### src/rtl/hex_writer_pkg.sv
// Shared constants for the hex record loader: FSM encoding, sync byte, length decode.
package hex_writer_pkg;

  typedef enum logic [2:0] {
    ST_IDLE,
    ST_AHI,
    ST_ALO,
    ST_LEN,
    ST_DATA,
    ST_CHK
  } state_e;

  localparam logic [7:0] SYNC_BYTE = 8'h55;
  localparam int         LEN_W     = 9;

  // A length field of zero encodes a full 256-byte record.
  function automatic logic [LEN_W-1:0] rec_len(input logic [7:0] len);
    return (len == 8'd0) ? 9'd256 : {1'b0, len};
  endfunction

endpackage

### src/rtl/hex_timeout.sv
// Inter-byte idle counter; expired fires when LIMIT cycles pass without a clear.
module hex_timeout #(
  parameter int unsigned LIMIT = 1000000
) (
  input  logic clock,
  input  logic reset_n,
  input  logic clear,
  input  logic enable,
  output logic expired
);

  localparam int CW = $clog2(LIMIT + 1);

  logic [CW-1:0] cnt_q, cnt_d;

  assign expired = enable && !clear && (cnt_q == CW'(LIMIT - 1));

  always_comb begin
    cnt_d = cnt_q;
    if (clear)       cnt_d = '0;
    else if (enable) cnt_d = cnt_q + CW'(1);
  end

  always_ff @(posedge clock or negedge reset_n) begin
    if (!reset_n) cnt_q <= '0;
    else          cnt_q <= cnt_d;
  end

endmodule

### src/rtl/hex_writer.sv
// Serial record loader: parses SYNC/ADDR/LEN/DATA/CHK records and writes bytes to memory.
module hex_writer
  import hex_writer_pkg::*;
#(
  parameter int DATA_WIDTH     = 8,
  parameter int ADDR_WIDTH     = 14,
  parameter int TIMEOUT_CYCLES = 1000000
) (
  input  logic                  clock,
  input  logic                  reset_n,
  input  logic [DATA_WIDTH-1:0] rx_data,
  input  logic                  rx_valid,
  output logic                  rx_ready,
  output logic [ADDR_WIDTH-1:0] wr_addr,
  output logic [DATA_WIDTH-1:0] wr_data,
  output logic                  wr_en,
  output logic                  busy,
  output logic                  done,
  output logic                  err_chk,
  output logic                  err_tmo,
  input  logic                  err_clr
);

  state_e                state_q, state_d;
  logic [DATA_WIDTH-1:0] ahi_q, ahi_d;
  logic [DATA_WIDTH-1:0] sum_q, sum_d, sum_next;
  logic [ADDR_WIDTH-1:0] ptr_q, ptr_d;
  logic [LEN_W-1:0]      rem_q, rem_d;
  logic [ADDR_WIDTH-1:0] wr_addr_q, wr_addr_d;
  logic [DATA_WIDTH-1:0] wr_data_q, wr_data_d;
  logic                  wr_en_q, wr_en_d;
  logic                  done_q, done_d;
  logic                  err_chk_q, err_chk_d;
  logic                  err_tmo_q, err_tmo_d;
  logic                  accept, chk_set, tmo_expired;

  // No back-pressure: ready follows reset directly so it drops the instant reset asserts.
  assign rx_ready = reset_n;
  assign accept   = rx_valid && rx_ready;
  assign sum_next = sum_q + rx_data;

  hex_timeout #(.LIMIT(TIMEOUT_CYCLES)) u_timeout (
    .clock   (clock),
    .reset_n (reset_n),
    .clear   (accept || (state_q == ST_IDLE)),
    .enable  (state_q != ST_IDLE),
    .expired (tmo_expired)
  );

  always_comb begin
    state_d   = state_q;
    ahi_d     = ahi_q;
    sum_d     = sum_q;
    ptr_d     = ptr_q;
    rem_d     = rem_q;
    wr_addr_d = wr_addr_q;
    wr_data_d = wr_data_q;
    wr_en_d   = 1'b0;
    done_d    = 1'b0;
    chk_set   = 1'b0;
    if (tmo_expired) begin
      state_d = ST_IDLE;
    end else if (accept) begin
      unique case (state_q)
        ST_IDLE: begin
          if (rx_data == DATA_WIDTH'(SYNC_BYTE)) begin
            state_d = ST_AHI;
            sum_d   = '0;
          end
        end
        ST_AHI: begin
          ahi_d   = rx_data;
          sum_d   = sum_next;
          state_d = ST_ALO;
        end
        ST_ALO: begin
          ptr_d   = ADDR_WIDTH'({ahi_q, rx_data});
          sum_d   = sum_next;
          state_d = ST_LEN;
        end
        ST_LEN: begin
          rem_d   = rec_len(rx_data[7:0]);
          sum_d   = sum_next;
          state_d = ST_DATA;
        end
        ST_DATA: begin
          wr_en_d   = 1'b1;
          wr_addr_d = ptr_q;
          wr_data_d = rx_data;
          ptr_d     = ptr_q + ADDR_WIDTH'(1);
          rem_d     = rem_q - LEN_W'(1);
          sum_d     = sum_next;
          if (rem_q == LEN_W'(1)) state_d = ST_CHK;
        end
        ST_CHK: begin
          state_d = ST_IDLE;
          if (sum_next == '0) done_d  = 1'b1;
          else                chk_set = 1'b1;
        end
        default: state_d = ST_IDLE;
      endcase
    end
    // A new error event outranks a coincident clear.
    err_chk_d = chk_set     | (err_chk_q & ~err_clr);
    err_tmo_d = tmo_expired | (err_tmo_q & ~err_clr);
  end

  always_ff @(posedge clock or negedge reset_n) begin
    if (!reset_n) begin
      state_q   <= ST_IDLE;
      ahi_q     <= '0;
      sum_q     <= '0;
      ptr_q     <= '0;
      rem_q     <= '0;
      wr_addr_q <= '0;
      wr_data_q <= '0;
      wr_en_q   <= 1'b0;
      done_q    <= 1'b0;
      err_chk_q <= 1'b0;
      err_tmo_q <= 1'b0;
    end else begin
      state_q   <= state_d;
      ahi_q     <= ahi_d;
      sum_q     <= sum_d;
      ptr_q     <= ptr_d;
      rem_q     <= rem_d;
      wr_addr_q <= wr_addr_d;
      wr_data_q <= wr_data_d;
      wr_en_q   <= wr_en_d;
      done_q    <= done_d;
      err_chk_q <= err_chk_d;
      err_tmo_q <= err_tmo_d;
    end
  end

  assign wr_addr = wr_addr_q;
  assign wr_data = wr_data_q;
  assign wr_en   = wr_en_q;
  assign busy    = (state_q != ST_IDLE);
  assign done    = done_q;
  assign err_chk = err_chk_q;
  assign err_tmo = err_tmo_q;

endmodule
### config.mk
export PLATFORM = sky130hd
export DESIGN_NAME = hex_writer
export DESIGN_NICKNAME = d
export VERILOG_FILES = /design/src/rtl/hex_writer_pkg.sv /design/src/rtl/hex_timeout.sv /design/src/rtl/hex_writer.sv
export SDC_FILE = /design/constraint.sdc
export NUM_CORES = 1
export LEC_CHECK = 0
export ABC_AREA = 1
export ABC_CLOCK_PERIOD_IN_PS = 2900
export CORE_UTILIZATION = 35
export DETAILED_ROUTE_END_ITERATION = 10
export GPL_ROUTABILITY_DRIVEN = 0
export GPL_TIMING_DRIVEN = 1
export SYNTH_ARGS = -nofsm -noshare
export SYNTH_HDL_FRONTEND = slang
export SYNTH_SLANG_ARGS = --single-unit
### constraint.sdc
create_clock -name clock -period 2.9 [get_ports clock]
set_input_delay 0.58 -clock clock [delete_from_list [all_inputs] [get_ports clock]]
set_output_delay 0.58 -clock clock [all_outputs]
set_load 0.05 [all_outputs]
# --- Word level (Yosys, flattened, before mapping) ---
# Cells that the tools add are included.
totals:
  wordCells: 77
  output_inout_bits: 28
  regBits: 86
op_classes:
  add_sub_neg: 4
  n_reduce_logical: 21
  bitwise: 6
  muxes: 23
  n_eq_ne: 11
op_table:
  columns: ["cell", "count"]
  rows:
  - ["two-way mux 20 bit", 2]
  - ["one-hot mux 14 bit (2 select lines)", 1]
  - ["adder 20 x 1 -> 20 bit, second input constant", 1]
  - ["equality test 20 bit, second input constant", 1]
  - ["one-hot mux 9 bit (2 select lines)", 1]
  - ["zero test 8 bit", 2]
  - ["one-hot mux 8 bit (2 select lines)", 1]
  - ["one-hot mux 3 bit (5 select lines)", 1]
  - ["AND reduction 3 bit", 5]
  - ["adder 14 x 1 -> 14 bit, second input constant", 1]
  - ["two-way mux 3 bit", 4]
  - ["two-way mux 1 bit", 11]
  - ["nonzero test 2 bit", 5]
  - ["equality test 9 x 1 -> 1 bit, second input constant", 1]
  - ["two-way mux 9 bit", 1]
  - ["subtractor 9 x 1 -> 9 bit, second input constant", 1]
  - ["adder 8 bit", 1]
  - ["equality test 8 x 7 -> 1 bit, second input constant", 1]
  - ["two-way mux 8 bit", 1]
  - ["equality test 3 x 2 -> 1 bit, second input constant", 2]
  - ["equality test 3 bit, second input constant", 2]
  - ["AND reduction 4 bit", 1]
  - ["OR reduction 4 bit", 1]
  - ["equality test 3 x 1 -> 1 bit, second input constant", 1]
  - ["11 further kinds", 16]

# --- Depth between registers and ports, before layout ---
depth:
  ltp_word: 7
  mapped_depth: 12

# --- Modules after synthesis ---
# Synthesis repeated with hierarchy kept, for this count alone.
hier_totals:
  hier_cells: 644
  hier_area_um2: 4827.1
by_module_without_submodules:
  columns: ["module", "cells_per_inst", "area_per_inst_um2", "n_inst", "seq_area_each_um2"]
  rows:
  - ["hex_writer", 464, 3636.0, 1, 1651.6]
  - ["hex_timeout", 180, 1191.1, 1, 500.5]

# --- Worst setup path after synthesis ---
# OpenSTA, ideal clock, no wires.
synth_timing:
  path_type: "input -> register"
  startpoint: "input rx_data[0]"
  endpoint: "register err_chk_q, in the netlist err_chk"
  path_buffers: 0
  path_slack_ns: 1.010
  required_ns: 2.782
  arrival_ns: 1.773
  stages: 12
  setup_ns: 0.118
  path_cell_list: "ha_1 > fa_1 > nand2_1 > nand2_1 > nand3_1 > nand2_1 > nand2_1 > nand2_1 > nor2_1 > nand2_1 > nand2_1 > nand2_1"
synth_via:
  elab_chain_len: 7
synth_lines:
  columns: ["element", "line", "rtl"]
  rows:
  - ["start, declared", "hex_writer.sv:11", "input logic [DATA_WIDTH-1:0] rx_data,"]
  - ["adder 8 bit", "hex_writer.sv:40", "assign sum_next = sum_q + rx_data;"]
  - ["zero test 8 bit", "hex_writer.sv:97", "if (sum_next == '0) done_d = 1'b1;"]
  - ["two-way mux 1 bit", "hex_writer.sv:97", null]
  - ["two-way mux 1 bit", "hex_writer.sv:64", "unique case (state_q)"]
  - ["two-way mux 1 bit", "hex_writer.sv:63", "end else if (accept) begin"]
  - ["two-way mux 1 bit", "hex_writer.sv:61", "if (tmo_expired) begin"]
  - ["bitwise OR 1 bit", "hex_writer.sv:104", "err_chk_d = chk_set | (err_chk_q & ~err_clr);"]
  - ["via err_chk_d", "hex_writer.sv:33", "logic err_chk_q, err_chk_d;"]
  - ["end signal, assigned", "hex_writer.sv:131", "err_chk_q <= err_chk_d;"]
  - ["end, declared", "hex_writer.sv:33", null]
# The timed path passes the listed nets, and every way through them passes these cells.
# A chain may end at the register's enable or synchronous reset.

# --- Final worst setup path ---
layout_timing:
  startpoint: "register state_q[2]"
  endpoint: "output busy"
layout_via:
  elab_chain_len: 1
layout_lines:
  columns: ["element", "line", "rtl"]
  rows:
  - ["start, declared", "hex_writer.sv:24", "state_e state_q, state_d;"]
  - ["start signal, assigned", "hex_writer.sv:122", "state_q <= state_d;"]
  - ["nonzero test 3 bit", "hex_writer.sv:139", "assign busy = (state_q != ST_IDLE);"]
  - ["end, declared", "hex_writer.sv:17", "output logic busy,"]
# No other way between the ends.

==> flow_metrics.tcl <==
set metrics [dict create \
    outcome "finished, final reports clean" \
    synth_nets 642 \
    critPathLaunchType "flop" \
    totalWireLength_um 11200 \
    avgSynthCellArea_um2 7.59 \
    synth_top_family_by_area "simple AND/OR/NAND/NOR gates" \
    grt_pass1_wl_um 18700 \
    cts_resized 0 \
    synthSimpleGateAreaFrac_pct 28.0 \
    critPathRequiredTime_ns 2.32 \
    fmax_ghz 0.404 \
    fin_worst_skew_ns 0.00642 \
    vias_per_cell 4.95 \
    antenna_cells 0 \
    ir_worst_vdd_uv 305 \
    syn_inst 618 \
    vias 4120 \
    synth_compound_area_share_pct 13.1 \
    maxCapViolCount 0 \
    yosysWarnings 0 \
    yosys.area_share.adder_pct 3.36 \
    grt_max_degree 45 \
    worst_pin_slew_ns 0.594 \
    num_io_pins 40 \
    cts_tree "built" \
    place_inst 818 \
    die_h_um 118 \
    ys_ff_latch 86 \
    cts-root-buf "clkbuf_16" \
    synth_top_area_cell "dfrtp_1" \
    ctsLongestPathBuffers 2 \
    cp-end-kind "output pin" \
    layout_common_cells "167 x nand2_1, 86 x dfrtp_1, 77 x inv_1" \
    fin_hold_ws_ns 0.0915 \
    fin_nets 681 \
    fin_crit_sh_pct 85.4 \
    muxShareOfSynthArea_pct 0 \
    num-fill-cells 1338 \
    critPathKind "flop to output pin" \
    layout_min_cycle_time_ns 2.48 \
    first_pass_iters 5 \
    yosys.cell_types.count 34 \
    die-area_um2 13900 \
    final_common_cell "nand2_1" \
    clock_sinks 86 \
    cts_buffers 9 \
    hold_buffers 0 \
    antenna_found_initial 0 \
    synth_xor_xnor_area_share_pct 0.747 \
    drt_iter0_drc 242 \
    finalSetupViolCount 0 \
    layout-drive-gt1-share_pct 7.11 \
    grt_remaining_overflow 0 \
    core_area_um2 12800 \
    clkTransAtPathRegs_ns 0.06 \
    power.density_nw_per_um2 974 \
    placement.io_buffers 39 \
    hpwlAfterDp_um 8150 \
    seq_area_frac_synth_pct 45.9 \
    clk_latency_ns 0.34 \
    synth_top_area_share_pct 45.9 \
    initial_core_util_pct 36.6 \
    hp-class "primary input to async pin" \
    grt_pass1_vias 3754 \
    tns_ns 0 \
    rsz0062_at_grt "no" \
    area_delta_synth_final_pct 17.3 \
    die_x_um 118 \
    rows 41 \
    finalHoldViolations 0 \
    ant_nets 0 \
    fin_util_pct 42.9 \
    synthTopCellsByArea "dfrtp_1 46%, nand2_1 13%, o21ai_0 6.8%, inv_1 6.2%, nor2_1 4.5%" \
    htree_levels 3 \
    slew_viol_final 0 \
    track_usage_pct 16.8 \
    crit_fanout 6 \
    syn_area_um2 4690 \
    cts_setup_buffers 0 \
    routedWlPerCell_um 13.5 \
    leakage_nw 2.65 \
    power.total_mw 5.36 \
    fin_cells 833 \
    slew_headroom_pct 60.4 \
    crit_arrival_ns 1.90 \
    post-route-drc-count 0 \
]
[flip-flops by register name, summed over array words and instances, names as in the netlist]
signal and count:
ahi_q 6, done 1, err_chk 1, err_tmo 1, ptr_q 14, rem_q 9
state_q 3, sum_q 8, u_timeout.cnt_q 20, wr_addr 14, wr_data 8, wr_en 1
[synth_stat cells]
master	instances
nand2_1	167
nand4_1	10
nand2_4	3
inv_1	77
a32oi_1	1
xor2_1	3
a211oi_1	2
fa_1	1
o21ai_2	2
buf_6	4
nor2_1	56
xnor2_1	1
buf_2	3
a31oi_1	8
buf_4	2
clkinv_2	1
o21bai_1	1
nor2_2	3
inv_2	8
nand3b_4	1
dfrtp_1	86
nand2_2	5
nor2_4	5
a21oi_2	1
nand3_1	33
clkbuf_1	5
nor3_1	14
a21oi_1	28
o21ai_1	8
a22oi_1	1
nor4_1	2
or2_2	1
o21ai_0	64
ha_1	11
[routing by layer]
layer / GRT usage, % / vias up / share of wire (%)
met5: 0 / - / 0
met2: 24.8 / 99 / 43
met4: 5.69 / 0 / 1.7
met3: 3.97 / 17 / 4.5
met1: 23.9 / 1934 / 50
li1: - / 2070 / -
[final cells by class]
cell class,instances,area [um2],area share [%]
clock buffers,11,233,4.23
clock inverters,4,48.8,0.886
inverters,86,324,5.89
multi-input cells,432,2120,38.5
flip-flops and latches,86,2150,39.1
well taps,172,215,3.91
repair buffers,42,410,7.45
[power by group]
part	internal (mW)	switching [mW]
combinational	0.745	1.57
sequential	1.60	0.317
clock	0.662	0.470
total	3.01	2.35
[critical path, cell delays in order (launching register included)]
cell and delay (ns):
dfrtp_1 0.50, inv_2 0.10, nand2_2 0.13, clkdlybuf4s50_1 0.83
[cell families (layout without fill, tap and decap cells)]
| kind of cell | count (synthesis) | count (layout) |
|---|---|---|
| AO/OA/AOI/OAI | 116 | 116 |
| AND/OR/NAND/NOR | 300 | 300 |
| adder cells (fa/ha/maj) | 12 | 12 |
| buffers and inverters | 100 | 143 |
| flip-flops | 86 | 86 |
| XOR/XNOR | 4 | 4 |
[per-stage QoR]
stage,setup slack [ns],instance area (um2)
finish,0.425,5510
global route,0.368,5510
CTS,0.394,5510
detailed placement,0.335,5220
global placement,0.381,5220
floorplan,1.01,4690
[final timing paths]
path | from | endpoint | slack [ns] | cells after the start
max | state_q[2]$_DFFE_PN0P_ | busy | 0.42 | 3
min | reset_n | err_tmo$_DFF_PN0_ | 0.09 | 1
max reg2reg | state_q[0]$_DFFE_PN0P_ | rem_q[6]$_DFFE_PN0P_ | 1.03 | 6
min reg2reg | wr_addr[8]$_DFFE_PN0P_ | wr_addr[8]$_DFFE_PN0P_ | 0.48 | 2
max in group asynchronous | reset_n | wr_data[3]$_DFFE_PN0P_ | 1.96 | 2
min in group clock | wr_addr[8]$_DFFE_PN0P_ | wr_addr[8]$_DFFE_PN0P_ | 0.48 | 2
No activity file was read; power rests on OpenSTA's default activity.
